[src/rtl/fetch_stage.sv]
// -----------------------------------------------------------------------------
// fetch_stage
//   Instruction-fetch stage feeding the IF/ID pipeline register.
//
//   The stage owns the program counter and issues in-order word fetches to
//   instruction memory. Returned instructions are held in a small prefetch
//   queue and presented to IF/ID as {inst, pc}. A redirect from ID flushes
//   all wrong-path state.
//
//   Ports
//     clk, rst_n                    clock, asynchronous active-low reset
//     redirect_valid, redirect_pc   one-cycle redirect strobe and its target
//     imem_req_valid/ready/addr     fetch request channel (addr = PC)
//     imem_rsp_valid/data           in-order fetch responses
//     ifid_valid/ready/inst/pc      queue head toward IF/ID
//     stall_cnt                     (FETCH_STALL_CNT_EN only) cycles spent in
//                                   RUN with no instruction available
//
//   Optional feature macro: FETCH_STALL_CNT_EN
// -----------------------------------------------------------------------------
module fetch_stage #(
   parameter int              PC_W     = 8,
   parameter int              INST_W   = 32,
   parameter int              QDEPTH   = 2,
   parameter logic [PC_W-1:0] RESET_PC = '0
) (
   input  logic              clk,
   input  logic              rst_n,
   input  logic              redirect_valid,
   input  logic [PC_W-1:0]   redirect_pc,
   output logic              imem_req_valid,
   input  logic              imem_req_ready,
   output logic [PC_W-1:0]   imem_req_addr,
   input  logic              imem_rsp_valid,
   input  logic [INST_W-1:0] imem_rsp_data,
   output logic              ifid_valid,
   input  logic              ifid_ready,
   output logic [INST_W-1:0] ifid_inst,
   output logic [PC_W-1:0]   ifid_pc
`ifdef FETCH_STALL_CNT_EN
   ,
   output logic [15:0]       stall_cnt
`endif
);

   localparam int AW = (QDEPTH > 1) ? $clog2(QDEPTH) : 1;
   localparam int CW = $clog2(QDEPTH) + 1;
   localparam logic [CW:0]     QD_L   = (CW+1)'(QDEPTH);
   localparam logic [PC_W-1:0] PC_ONE = PC_W'(1);
   localparam logic [AW-1:0]   A_ONE  = AW'(1);
   localparam logic [CW-1:0]   C_ONE  = CW'(1);

   typedef enum logic {BOOT = 1'b0, RUN = 1'b1} state_e;

   state_e            state_q, state_d;
   logic              run;

   logic [PC_W-1:0]   pc_q, pc_d;
   logic [CW-1:0]     out_q, out_d;     // requests accepted, response not yet seen
   logic [CW-1:0]     drop_q, drop_d;   // wrong-path responses still to discard
   logic [CW-1:0]     cnt_q, cnt_d;     // prefetch queue occupancy
   logic [AW-1:0]     twr_q, twr_d, trd_q, trd_d;
   logic [AW-1:0]     qwr_q, qwr_d, qrd_q, qrd_d;

   logic [PC_W-1:0]   tag_mem [QDEPTH];
   logic [INST_W-1:0] q_inst  [QDEPTH];
   logic [PC_W-1:0]   q_pc    [QDEPTH];

   logic [CW:0]       occ;
   logic              req_fire, rsp_keep, pop;

   // ---------------- FSM: state register ----------------
   always_ff @(posedge clk or negedge rst_n) begin
      if (!rst_n) state_q <= BOOT;
      else        state_q <= state_d;
   end

   // ---------------- FSM: next state ----------------
   always_comb begin
      state_d = state_q;
      case (state_q)
         BOOT:    state_d = RUN;
         default: state_d = RUN;
      endcase
   end

   // ---------------- FSM: outputs ----------------
   always_comb begin
      run = (state_q == RUN);
   end

   // Slots committed = in flight + queued. A head leaving this cycle frees its
   // slot immediately; without that credit a 2-entry queue with 1-cycle memory
   // would insert a bubble every other instruction.
   assign pop      = ifid_valid & ifid_ready;
   assign occ      = (CW+1)'(out_q) + (CW+1)'(cnt_q) - (CW+1)'(pop);

   assign imem_req_valid = run & ~redirect_valid & (occ < QD_L);
   assign imem_req_addr  = pc_q;
   assign req_fire       = imem_req_valid & imem_req_ready;
   assign rsp_keep       = imem_rsp_valid & (drop_q == '0);

   always_comb begin
      pc_d   = pc_q;
      out_d  = out_q;
      drop_d = drop_q;
      cnt_d  = cnt_q;
      twr_d  = twr_q;
      trd_d  = trd_q;
      qwr_d  = qwr_q;
      qrd_d  = qrd_q;

      if (req_fire) begin
         pc_d  = pc_q + PC_ONE;
         twr_d = twr_q + A_ONE;
      end
      // Every response, kept or dropped, retires one in-flight tag.
      if (imem_rsp_valid) trd_d = trd_q + A_ONE;

      case ({req_fire, imem_rsp_valid})
         2'b10:   out_d = out_q + C_ONE;
         2'b01:   out_d = out_q - C_ONE;
         default: out_d = out_q;
      endcase

      if (imem_rsp_valid && !rsp_keep) drop_d = drop_q - C_ONE;

      if (rsp_keep) qwr_d = qwr_q + A_ONE;
      if (pop)      qrd_d = qrd_q + A_ONE;
      case ({rsp_keep, pop})
         2'b10:   cnt_d = cnt_q + C_ONE;
         2'b01:   cnt_d = cnt_q - C_ONE;
         default: cnt_d = cnt_q;
      endcase

      // Redirect wins. The tag FIFO is left alone so later (dropped)
      // responses still retire their tags in order.
      if (redirect_valid) begin
         pc_d   = redirect_pc;
         drop_d = out_q - CW'(imem_rsp_valid);
         cnt_d  = '0;
         qwr_d  = '0;
         qrd_d  = '0;
      end
   end

   always_ff @(posedge clk or negedge rst_n) begin
      if (!rst_n) begin
         pc_q   <= RESET_PC;
         out_q  <= '0;
         drop_q <= '0;
         cnt_q  <= '0;
         twr_q  <= '0;
         trd_q  <= '0;
         qwr_q  <= '0;
         qrd_q  <= '0;
      end else begin
         pc_q   <= pc_d;
         out_q  <= out_d;
         drop_q <= drop_d;
         cnt_q  <= cnt_d;
         twr_q  <= twr_d;
         trd_q  <= trd_d;
         qwr_q  <= qwr_d;
         qrd_q  <= qrd_d;
      end
   end

   // Storage only; validity is tracked entirely by the control counters.
   always_ff @(posedge clk) begin
      if (req_fire) tag_mem[twr_q] <= pc_q;
      if (rsp_keep) begin
         q_inst[qwr_q] <= imem_rsp_data;
         q_pc[qwr_q]   <= tag_mem[trd_q];
      end
   end

   assign ifid_valid = (cnt_q != '0);
   assign ifid_inst  = ifid_valid ? q_inst[qrd_q] : '0;
   assign ifid_pc    = ifid_valid ? q_pc[qrd_q]   : '0;

`ifdef FETCH_STALL_CNT_EN
   logic [15:0] stall_q, stall_d;

   always_comb begin
      stall_d = stall_q;
      if (run && !ifid_valid && !redirect_valid && (stall_q != 16'hFFFF))
         stall_d = stall_q + 16'd1;
   end

   always_ff @(posedge clk or negedge rst_n) begin
      if (!rst_n) stall_q <= '0;
      else        stall_q <= stall_d;
   end

   assign stall_cnt = stall_q;
`endif

endmodule

[config.mk]
export PLATFORM = sky130hd
export DESIGN_NAME = fetch_stage
export DESIGN_NICKNAME = d
export VERILOG_FILES = /design/src/rtl/fetch_stage.sv
export SDC_FILE = /design/constraint.sdc
export NUM_CORES = 1
export LEC_CHECK = 0
export ABC_CLOCK_PERIOD_IN_PS = 3700
export CORE_AREA = 2 2 76 133
export CTS_CLUSTER_DIAMETER = 60
export DETAILED_ROUTE_END_ITERATION = 7
export DIE_AREA = 0 0 78 135
export PLACE_DENSITY_LB_ADDON = 0.15
export SLEW_MARGIN = 20
export SYNTH_ARGS = -nofsm -noshare
export SYNTH_HDL_FRONTEND = slang
export SYNTH_SLANG_ARGS = --single-unit
[constraint.sdc]
create_clock -name clk -period 3.7 [get_ports clk]
set_input_delay 0.555 -clock clk [delete_from_list [all_inputs] [get_ports clk]]
set_output_delay 0.555 -clock clk [all_outputs]
set_load 0.02 [all_outputs]
==> run metrics <==
minimum clock period=between 3 and 4 ns; CTS tree=done; Starting DRT DRC Count=roughly 120; highest routed metal layer=met4; Routed met2 length=slightly below 5 mm; Post-CTS Setup Inserts=0; post-route ant nets=0; CP Launch Type=input port; reg-to-reg endpoint=out_q[1]; critical path class=input port to primary output; drt drc=0; vias in the first global route=roughly 2900; crit path max fanout=5; Setup WS post-layout=0.514 ns; Rows=47; maximum clock rate=around 310 MHz; ant diodes=0; Ports=96; HP Class=flop to flop; largest net degree at the start of global routing=41; CP max stage delay=around 0.53 ns; sequential-to-total area share from yosys stat=a little under three quarters; TritonCTS buffer count=17; DIE WIDTH=slightly below 80 um; FF-to-FF path depth=13; status=complete, no violations; clock-pin slew on the worst setup and hold paths=around 0.050 ns; Post-synth top flop=edfxtp_1; Worst slew margin=between 30% and 40%; post-layout util=68.1%; met1 WL=about 3.2 mm; initial antenna violation count=0; Worst IR Drop VDD=around 0.43 mV; CP Cell Sequence=clkdlybuf4s50_1 > and2_1 > ha_1 > nand2b_1 > fa_1 > xnor2_2 > nor3_1 > dlymetal6s2s_1; Crit path arrival time=2.63 ns; Setup Viol. Count Final=0; yosys warns=0; global-route wire length before repair=around 14 mm; area of the die=10500 sq um; Worst Skew=0.00520 ns; syn_nets=around 360; hpwl dp=~5.8 mm; GP Congestion=between 0.7 and 0.8; via count=approximately 2800; Synth async-reset ratio=around 17%; worst-margin pin slew=0.969 ns; met3 routed WL=between 300 and 400 um; Vias/cell=roughly 5.1; Buf/Inv on CP=2; synthesis-to-finish area growth=35.4%; Final nets=roughly 470; Hold WS=around 0.52 ns; Core ar.=between 9000 and 10000 sq um; CTS root buf=clkbuf_16; R2R Setup Slk=~0.79 ns; Place WS=between 0.1 and 0.15 ns; gr usage total=between 10% and 20%; Leak Pwr=~2.3 nW; crit path max-delay cell type=clkdlybuf4s50_1; hold path startpoint=twr_q; Setup TNS Final=0 ns; chip height=135 um; Syn Inst Count=just over 300; # Max-Cap Violations=0; Worst-Skew Late Latency=0.40 ns; Mapped Area=approximately 4700 sq um; Worst Hold Path EP=twr_q; final wirelength=~8.6 mm; Initial DRT Pass Iterations=4; flops & latches, synth=~120; WL per Instance=15.5 um; critical path's top delay family=buffers and inverters; Avg Inst Size Synth=approximately 15 sq um; Max H-tree Level=4; unrepaired setup endpoints after global routing=false; Final Hold Viols=0; share of layout cells above drive strength 1=12.2%; Setup crit end kind=primary output; cell area after placement=between 5000 and 6000 sq um; EDFF count, synth=between 90 and 100; RR Startpoint=cnt_q[1]; Final Cell Area=between 6000 and 7000 sq um; Port Buffers=95; clk sinks=about 120; Worst Path Required=~3.1 ns; Distinct cells, synth=36; worst hold path stage count=1; Final Max Tran Viols=0; grt ovf=0; fin crit share=86.1%; clock buffer depth=2; Initial Util=50.3%; Pwr Density=634 nW/um^2
-- layout by cell type, fill, tap and decap left out, types with 3 or more instances in the layout --
master,instances
clkdlybuf4s50_1,94
clkbuf_8,4
nand2_1,7
nor2_1,52
nand2b_1,3
dfrtp_1,18
buf_4,9
ha_1,6
mux2i_1,43
and3_1,5
a21oi_1,3
xor2_1,4
a221o_1,5
clkbuf_1,6
edfxtp_1,96
clkinv_2,4
o21ai_0,3
mux2_2,8
inv_1,10
xnor2_1,6
clkbuf_16,17
a311oi_1,3
and2_1,3
-- cell usage after synthesis, types with 4 or more instances --
cell type	count	area, sq um
edfxtp_1	96	2880
nor2_1	54	203
mux2i_1	43	430
dfrtp_1	19	475
inv_1	10	37.5
mux2_2	8	90.1
nand2_1	7	26.3
and3_1	6	37.5
clkbuf_1	6	22.5
ha_1	6	75.1
xnor2_1	6	52.6
a221o_1	5	50.1
buf_2	5	25.0
xor2_1	4	35.0
-- registers in the layout, indices dropped and copies added (netlist names) --
register	count
qrd_q	1
tag_mem	16
twr_q	1
q_pc	16
q_inst	64
imem_req_addr	8
trd_q	1
cnt_q	2
qwr_q	1
run	1
out_q	2
drop_q	2
-- metal layers --
metal	GRT usage, %	vias to the layer above
li1	-	1358
met4	8.28	0
met3	6.22	17
met2	31.5	78
met5	0	-
met1	17.5	1356
-- worst reg2reg max path: stages, from the launching register on --
cell and delay [ns]:
dfrtp_1 0.43, nor2_2 0.12, inv_1 0.06, and2_1 0.18, ha_1 0.26, nand2b_1 0.15
fa_1 0.51, buf_4 0.12, nand4b_4 0.13, nor2_8 0.19, inv_4 0.09, ha_1 0.31
nor2_1 0.15, xnor2_1 0.13
-- cells by family after synthesis --
family                   synth area share [%]
adder cells (fa/ha/maj)                  2.01
buffers and inverters                    2.25
AO/OA/AOI/OAI                            2.91
AND/OR/NAND/NOR                          8.55
other                                  0.0793
multiplexers                             11.0
flip-flops                               71.0
XOR/XNOR                                 2.20
-- final cells by class --
| type | count | area, sq um |
|---|---|---|
| tap | 122 | 153 |
| multi-input combinational | 171 | 1280 |
| clock buffer | 27 | 503 |
| inverter | 11 | 43.8 |
| clock inverter | 5 | 50.0 |
| timing repair buffer | 104 | 1020 |
| fill | 711 | 3000 |
| sequential | 115 | 3360 |
-- worst max-delay path by stage --
| stage | from | end | slack, ns | cells after the start |
|---|---|---|---|---|
| 6_report | ifid_ready | imem_req_valid | 0.51 | 8 |
| 3_5_place_dp | ifid_ready | imem_req_valid | 0.10 | 8 |
| 2_1_floorplan | cnt_q[1] | imem_req_valid | 0.64 | 8 |
| 4_1_cts | ifid_ready | imem_req_valid | 0.1 | 8 |
| 5_1_grt | cnt_q[1] | imem_req_valid | 0.39 | 9 |
| 3_3_place_gp | ifid_ready | imem_req_valid | 0.10 | 8 |
-- where the power goes --
part	internal [mW]	switching [mW]	total, mW
clock network	0.986	0.487	1.47
registers	1.61	0.104	1.71
logic	0.413	0.458	0.872
total	3.01	1.05	4.06
-- repair_timing --
item                                    in CTS  in global routing
endpoints found under the setup margin       0                  1
hold buffers                                 0                  0
gates resized for setup                      0                  1
-- metrics by stage --
stage / power [mW] / std cells
2_1_floorplan: 2.26 / 310
3_3_place_gp: 2.58 / 523
3_5_place_dp: 2.62 / 523
4_1_cts: 4.11 / 555
5_1_grt: 4.24 / 555
6_report: 4.06 / 555
(Power assumes the default switching activity.)
